<file path="src/rtl/timer_param_bank_pkg.sv">
// Shared traffic-light definitions: countdown FSM states and the default
// phase durations used to build the reset/restore image of the param bank.
package timer_param_bank_pkg;

   typedef enum logic {
      IDLE = 1'b0,
      RUN  = 1'b1
   } timer_state_t;

   // Default phase durations (ticks). Index 0 sits in the LSBs of DEF_PARAMS.
   localparam logic [3:0] DEF_GREEN  = 4'd6;
   localparam logic [3:0] DEF_WALK   = 4'd3;
   localparam logic [3:0] DEF_YELLOW = 4'd2;

   localparam logic [11:0] DEF_PARAMS = {DEF_YELLOW, DEF_WALK, DEF_GREEN};

endpackage

</file>
<file path="src/rtl/timer_param_regs.sv">
// Param register file for the traffic-light timer.
// Holds NUM_PARAMS durations, handles restore-all / single writes / rejected
// writes, and presents the selected (optionally doubled) duration.
// Ports:
//   clk, reset     - clock, synchronous active-high reset
//   prog_sync      - programming strobe (one write per asserted cycle)
//   selector       - 0 = restore defaults, k = write param k-1
//   time_value     - write data (0 is rejected)
//   interval       - index of the duration presented on value
//   double_en      - present twice the selected duration
//   value          - combinational selected duration, WIDTH+1 bits
//   prog_err       - registered one-cycle pulse on a rejected write
module timer_param_regs
   import timer_param_bank_pkg::*;
#(
   parameter int WIDTH      = 4,
   parameter int NUM_PARAMS = 3,
   parameter logic [NUM_PARAMS*WIDTH-1:0] DEFAULTS = DEF_PARAMS,
   parameter int SEL_W      = $clog2(NUM_PARAMS + 1),
   parameter int IDX_W      = (NUM_PARAMS > 1) ? $clog2(NUM_PARAMS) : 1
) (
   input  logic             clk,
   input  logic             reset,
   input  logic             prog_sync,
   input  logic [SEL_W-1:0] selector,
   input  logic [WIDTH-1:0] time_value,
   input  logic [IDX_W-1:0] interval,
   input  logic             double_en,
   output logic [WIDTH:0]   value,
   output logic             prog_err
);

   logic [WIDTH-1:0]      param_reg [NUM_PARAMS];
   logic [NUM_PARAMS-1:0] wr_hit;
   logic                  restore;
   logic                  wr_reject;
   logic                  prog_err_reg;
   logic [WIDTH-1:0]      sel_param;

   assign restore   = prog_sync && (selector == '0);
   // Out-of-range selector or a zero duration is refused; a zero-length
   // interval would make the countdown meaningless.
   assign wr_reject = prog_sync && (selector != '0) &&
                      ((selector > SEL_W'(NUM_PARAMS)) || (time_value == '0));

   genvar gi;
   generate
      for (gi = 0; gi < NUM_PARAMS; gi++) begin : g_wr
         assign wr_hit[gi] = prog_sync && (selector == SEL_W'(gi + 1)) &&
                             (time_value != '0);
      end
   endgenerate

   always_ff @(posedge clk) begin
      if (reset || restore) begin
         for (int i = 0; i < NUM_PARAMS; i++) begin
            param_reg[i] <= DEFAULTS[i*WIDTH +: WIDTH];
         end
      end else begin
         for (int i = 0; i < NUM_PARAMS; i++) begin
            if (wr_hit[i]) begin
               param_reg[i] <= time_value;
            end
         end
      end
   end

   always_ff @(posedge clk) begin
      if (reset) begin
         prog_err_reg <= 1'b0;
      end else begin
         prog_err_reg <= wr_reject;
      end
   end

   // Indices past the last param fall back to param 0.
   always_comb begin
      sel_param = param_reg[0];
      for (int i = 1; i < NUM_PARAMS; i++) begin
         if (interval == IDX_W'(i)) begin
            sel_param = param_reg[i];
         end
      end
   end

   assign value    = double_en ? {sel_param, 1'b0} : {1'b0, sel_param};
   assign prog_err = prog_err_reg;

endmodule

</file>
<file path="src/rtl/timer_param_bank.sv">
// Programmable interval store plus tick-driven countdown for the traffic
// light controller. The param bank supplies value; the FSM loads it on
// start_timer and counts down on tick, pulsing expired when it reaches 0.
// Ports:
//   clk, reset          - clock, synchronous active-high reset
//   prog_sync, selector, time_value - programming interface
//   interval, double_en - duration select / doubling
//   tick                - countdown enable strobe
//   start_timer         - load and start request (ignored while running)
//   value               - combinational selected duration
//   count               - remaining ticks
//   busy                - countdown running
//   expired             - one-cycle pulse when count reaches 0
//   prog_err            - one-cycle pulse on a rejected write
module timer_param_bank
   import timer_param_bank_pkg::*;
#(
   parameter int WIDTH      = 4,
   parameter int NUM_PARAMS = 3,
   parameter logic [NUM_PARAMS*WIDTH-1:0] DEFAULTS = DEF_PARAMS,
   parameter int SEL_W      = $clog2(NUM_PARAMS + 1),
   parameter int IDX_W      = (NUM_PARAMS > 1) ? $clog2(NUM_PARAMS) : 1
) (
   input  logic             clk,
   input  logic             reset,
   input  logic             prog_sync,
   input  logic [SEL_W-1:0] selector,
   input  logic [WIDTH-1:0] time_value,
   input  logic [IDX_W-1:0] interval,
   input  logic             double_en,
   input  logic             tick,
   input  logic             start_timer,
   output logic [WIDTH:0]   value,
   output logic [WIDTH:0]   count,
   output logic             busy,
   output logic             expired,
   output logic             prog_err
);

   localparam logic [WIDTH:0] ONE = {{WIDTH{1'b0}}, 1'b1};

   timer_state_t   state_reg;
   logic [WIDTH:0] count_reg;
   logic           busy_reg;
   logic           expired_reg;

   timer_param_regs #(
      .WIDTH      (WIDTH),
      .NUM_PARAMS (NUM_PARAMS),
      .DEFAULTS   (DEFAULTS),
      .SEL_W      (SEL_W),
      .IDX_W      (IDX_W)
   ) u_regs (
      .clk        (clk),
      .reset      (reset),
      .prog_sync  (prog_sync),
      .selector   (selector),
      .time_value (time_value),
      .interval   (interval),
      .double_en  (double_en),
      .value      (value),
      .prog_err   (prog_err)
   );

   // Writes to the bank never touch count_reg: a running interval keeps
   // the value captured at load time.
   always_ff @(posedge clk) begin
      if (reset) begin
         state_reg   <= IDLE;
         count_reg   <= '0;
         busy_reg    <= 1'b0;
         expired_reg <= 1'b0;
      end else begin
         expired_reg <= 1'b0;
         case (state_reg)
            IDLE: begin
               if (start_timer) begin
                  count_reg <= value;
                  busy_reg  <= 1'b1;
                  state_reg <= RUN;
               end
            end
            RUN: begin
               if (tick) begin
                  if (count_reg == ONE) begin
                     count_reg   <= '0;
                     expired_reg <= 1'b1;
                     busy_reg    <= 1'b0;
                     state_reg   <= IDLE;
                  end else begin
                     count_reg <= count_reg - ONE;
                  end
               end
            end
            default: begin
               state_reg <= IDLE;
            end
         endcase
      end
   end

   assign count   = count_reg;
   assign busy    = busy_reg;
   assign expired = expired_reg;

endmodule

</file>
<file path="config.mk">
export PLATFORM = sky130hd
export DESIGN_NAME = timer_param_bank
export DESIGN_NICKNAME = d
export VERILOG_FILES = /design/src/rtl/timer_param_bank_pkg.sv /design/src/rtl/timer_param_regs.sv /design/src/rtl/timer_param_bank.sv
export SDC_FILE = /design/constraint.sdc
export NUM_CORES = 1
export LEC_CHECK = 0
export ABC_CLOCK_PERIOD_IN_PS = 1600
export CAP_MARGIN = 20
export CORE_UTILIZATION = 44
export DETAILED_ROUTE_END_ITERATION = 8
export GPL_TIMING_DRIVEN = 0
export HOLD_SLACK_MARGIN = 0.15
export MAX_ROUTING_LAYER = met4
export PLACE_DENSITY = 0.74
export SLEW_MARGIN = 20
export SYNTH_ARGS = -nofsm -noshare
export SYNTH_HDL_FRONTEND = slang
export SYNTH_SLANG_ARGS = --single-unit
</file>
<file path="constraint.sdc">
create_clock -name clk -period 1.6 [get_ports clk]
set_clock_uncertainty 0.2 [all_clocks]
set_input_delay 0.16 -clock clk [delete_from_list [all_inputs] [get_ports clk]]
set_output_delay 0.16 -clock clk [all_outputs]
set_load 0.01 [all_outputs]
</file>
Word-level counts from Yosys, hierarchy flattened
Memories as Yosys holds them, arrays and structs flattened.
Cells that the tools add are included.
{"block": "totals", "register_bits": 9, "ram_bits": 12, "inputBits": 14, "output_inout_bits": 13, "wordCells": 70, "memories": 1}
{"name": "u_regs.param_reg", "depth": 3, "width": 4, "rd": 3, "rd_ports_with_merged_regs": 0, "write_ports": 3, "line": "timer_param_regs.sv:33", "rtl": "logic [WIDTH-1:0] param_reg [NUM_PARAMS];"}
{"block": "classes", "addsub": 1, "order_cmp": 1, "eq_ne": 9, "mux": 30, "n_bitwise": 5, "reduce_logical": 18}
{"operator": "4-bit 2-to-1 mux", "count": 5}
{"operator": "5-bit 2-to-1 mux", "count": 4}
{"operator": "1-bit 2-to-1 mux", "count": 18}
{"operator": "5-bit one-hot mux with 2 select lines", "count": 1}
{"operator": "1-bit logical AND", "count": 9}
{"operator": "2-bit == test (second input constant)", "count": 3}
{"operator": "5-bit by 1-bit == test with 1-bit output (second input constant)", "count": 1}
{"operator": "5-bit by 1-bit subtractor with 5-bit output (second input constant)", "count": 1}
{"operator": "2-bit by 1-bit == test with 1-bit output (second input constant)", "count": 2}
{"operator": "4-bit zero test", "count": 1}
{"operator": "2-bit != test (second input constant)", "count": 2}
{"operator": "1-bit one-hot mux with 2 select lines", "count": 2}
{"operator": "4-bit nonzero test", "count": 1}
{"operator": "1-bit bitwise OR", "count": 3}
{"operator": "3-bit AND reduction", "count": 1}
{"operator": "3-bit OR reduction", "count": 1}
{"operator": "2-bit > comparator (second input constant)", "count": 1}
{"operator": "2-bit zero test", "count": 1}
{"operator": "1-bit logical OR", "count": 2}
{"operator": "2-bit by 1-bit != test with 1-bit output (second input constant)", "count": 1}
{"operator": "1-bit inverter", "count": 2}
{"operator": "2-bit AND reduction", "count": 1}
{"operator": "2-bit nonzero test", "count": 1}

Longest topological paths before layout
{"block": "depth", "depth_word": 7, "ltp_mapped": 6, "ltp_nobuf": 6}

Cells and area by module
Synthesis repeated with hierarchy kept, for this count alone.
{"block": "hier_totals", "hier_cells": 105, "hier_area_um2": 1123.6}
{"mod": "timer_param_regs", "n_inst": 1, "cells_per_inst": 52, "area_per_inst_um2": 681.9, "seq_area_each_um2": 380.4}
{"mod": "timer_param_bank", "n_inst": 1, "cells_per_inst": 53, "area_per_inst_um2": 441.7, "seq_area_each_um2": 160.2}

Least setup slack after synthesis
OpenSTA, ideal clock, no wires.
{"block": "synth_path", "kind": "flip-flop to flip-flop", "startpoint": "register count_reg[0], in the netlist count[0]", "endpoint": "register count_reg[2], in the netlist count[2]", "setup_ps": 120, "arrival_time_ps": 1305, "required_ps": 1280, "slack_ps": -25, "path_stages_with_launch": 6, "path_buffers": 0, "synth_period_minus_slack_ps": 1625, "cell_sequence": "dfxtp_1 ha_1 inv_1 o311ai_0 a2111oi_0 a211o_1"}
{"block": "synth_via", "elab_chain_cells": 4, "word_cells_on_any_way": 5, "classes_between": "1 x add/sub; 1 x eq/ne; 3 x mux"}
{"element": "start: declaration", "line": "timer_param_bank.sv:43", "rtl": "logic [WIDTH:0] count_reg;"}
{"element": "start signal: assignment", "line": "timer_param_bank.sv:78", "rtl": "count_reg <= value;"}
{"element": "start signal: assignment", "line": "timer_param_bank.sv:91", "rtl": "count_reg <= count_reg - ONE;"}
{"element": "5-bit by 1-bit subtractor with 5-bit output / 5-bit by 1-bit == test with 1-bit output (equally long branches)", "line": "timer_param_bank.sv:91, timer_param_bank.sv:85"}
{"element": "5-bit 2-to-1 mux *", "line": "timer_param_bank.sv:85", "rtl": "if (count_reg == ONE) begin"}
{"element": "5-bit 2-to-1 mux *", "line": "timer_param_bank.sv:84", "rtl": "if (tick) begin"}
{"element": "5-bit one-hot mux with 2 select lines *", "line": "timer_param_bank.sv:75", "rtl": "case (state_reg)"}
Mark *: on every way between the ends. The rest lies on a longest branch, timed or not. The select of a mux whose other input is x is not followed.
A chain may end at the register's enable or synchronous reset.

==> metrics.yaml <==
setup_viol: 15
worstPathRequired_ps: 1240
slew_headroom_pct: 63.9
place_congestion: 0.844
antenna_found_initial: 0
critPathLaunchType: "flop"
wl_met2_um: 1470
arrival_ps: 1550
fin_ws_ps: -313
routed.top_layer: "met4"
async_flop_share_pct: 0
drc: 0
die_area_um2: 2900
cpPeakStageDelay_ps: 380
insertion_delay_ps: 320
ys.flop_type: "edfxtp_1"
grt_max_degree: 13
grt_pass1_vias: 947
fin_crit_sh_pct: 120
ant_nets: 0
vias_per_cell: 5.89
root_buffer: "clkbuf_4"
largest_reg_flops: 12
finalCriticalPeriod_ps: 1910
io-pin-count: 27
syn-num-nets: 126
nets: 166
cts_sinks: 21
syn_area_um2: 1180
switchingPower_mw: 0.414
synth_edf_count: 12
layout.filler_cells: 190
htreeDepth: 1
port_buffers: 24
wirelength_um: 2860
grt_usage_pct: 20.5
die_h_um: 53.8
finalHoldViolCount: 0
final_common_cell: "edfxtp_1"
p_seq_share_pct: 48.5
cts_tree: "done"
synth-seq-cells: 21
clock.fmax_mhz: 523
hold_path_class: "input pin to flop"
cp_max_fo: 2
via_count: 1054
wl_met1_um: 1170
final_cell_mix: "edfxtp_1 (12), buf_4 (11), clkdlybuf4s50_1 (9)"
rows: 18
worstMarginPinSlew_ps: 541
cp-end-kind: "output pin"
cts_buffers: 3
p_int_mw: 0.943
switching_share_pct: 30.5
violations: "setup timing"
tns_ps: -2790
clkTransAtPathRegs_ps: 130
maxCapViolCount: 0
insertedDiodeCount: 0
path_cells: "and3b_1 > a2111oi_2 > o21bai_2 > inv_1 > buf_2"
synth.distinct_cells: 52
utilization_pct: 68.1
synthCells: 110
grt_overflow: 0
multi_input_area_um2: 709
regArea_um2: 557
peakVddDrop_uv: 621
core_um2: 2500
grt_pass1_wl_um: 4110
seq_area_frac_synth_pct: 45.7
syn_to_final_growth_pct: 44.0
die_w_um: 53.8
yosysWarnings: 0
drtIter0Drc: 40
routedWlPerCell_um: 16.0
crit_type: "flop to output pin"
pwr-share-comb_pct: 32.7
slew_viol_final: 0
layout-drive-gt1-share_pct: 33.6
clockPowerShare_pct: 18.8
cp_slowest_cell: "edfxtp_1"
rsz0062_at_grt: "yes"
status: "complete, but fails checks"
dr.pass1.iters: 4
initial_utilization_pct: 47.3
syn_avg_cell_area_um2: 10.7
clk_path_buf_depth: 2
powerDensity_nw_per_um2: 797
leakage_nw: 0.712
route.met3.wl_um: 174
dp_hpwl_um: 1920
## cell type report
cell class	instances	area share, %
plain buffers	4	1.76
clock buffers	3	1.32
clock inverters	1	0.294
inverters	10	2.50
multi-input cells	75	41.7
flip-flops and latches	21	32.7
well taps	30	2.20
repair buffers	35	17.6
## synthesized netlist by cell type (all sizes together), types with 2 or more instances
master	n	area, um^2
edfxtp	12	360
inv	10	37.5
dfxtp	9	180
nor2	8	30.0
and2	4	25.0
nand2b	4	25.0
o21ai	4	20.0
a2111oi	3	45.1
a211oi	3	27.5
buf	3	23.8
nand2	3	11.3
nand3	3	15.0
nor3b	3	32.5
o22ai	3	18.8
or3	3	18.8
a21o	2	15.0
and3b	2	17.5
ha	2	25.0
nor4	2	12.5
o221a	2	22.5
## final timing paths
path	end	startpoint	slack [ps]	cells past startpoint
setup / recovery	value[3]	u_regs.param_reg[0][10]	-310	5
hold / removal	u_regs.prog_err	time_value[3]	140	3
setup reg to reg	count[2]	u_regs.param_reg[0][6]	-40	5
hold reg to reg	busy	busy	270	2
## kinds of logic after synthesis
group | Yosys count | share of synthesized area [%]
and+or+nand+nor | 38 | 19.5
muxes | 2 | 1.80
buffers and inverters | 14 | 5.50
adders and majority gates | 2 | 2.12
xor gates and xnor gates | 2 | 3.07
AOI/OAI and AO/OA | 31 | 22.3
DFF | 21 | 45.7
## through the flow
| stage | hold slack (ps) | setup WS [ps] | power [mW] | cell area (um^2) | std cells |
|---|---|---|---|---|---|
| 2_1_floorplan | 97.8 | 0.376 | 0.855 | 1180 | 110 |
| 5_1_grt | 155 | -402 | 1.41 | 1700 | 179 |
| 3_3_place_gp | 246 | -676 | 0.991 | 1460 | 164 |
| 6_report | 143 | -313 | 1.36 | 1700 | 179 |
| 4_1_cts | 97.6 | -325 | 1.31 | 1610 | 175 |
| 3_5_place_dp | 255 | -689 | 1.00 | 1460 | 164 |
## worst max-delay path: cells and delay by family (launching register included)
kind	cells	cell delay (ps)
buffers and inverters	2	190
DFF	1	380
and+or+nand+nor	1	200
AOI/OAI and AO/OA	2	490
## timing repair
action | CTS | global route
endpoints found under the setup margin | 36 | 21
gates cloned | 0 | 0
gates resized for setup | 52 | 18
setup buffers | 7 | 3
pin swaps | 10 | 7
hold endpoints to repair | 2 | 3
## power by group through the flow
stage | clock network, mW | logic, mW | registers [mW]
after floorplan | 0 | 0.189 | 0.666
after global placement | 0 | 0.326 | 0.665
after detailed placement | 0 | 0.335 | 0.669
after CTS | 0.259 | 0.402 | 0.652
after global routing | 0.271 | 0.480 | 0.663
final | 0.255 | 0.444 | 0.658
## per-layer routing
layer  vias up  global-route usage [%]
li1        498                       -
met1       509                    23.9
met2        42                    32.9
met3         5                    5.08
met4         0                    9.65
met5         -                       -
Power figures use the tool's default switching activity.
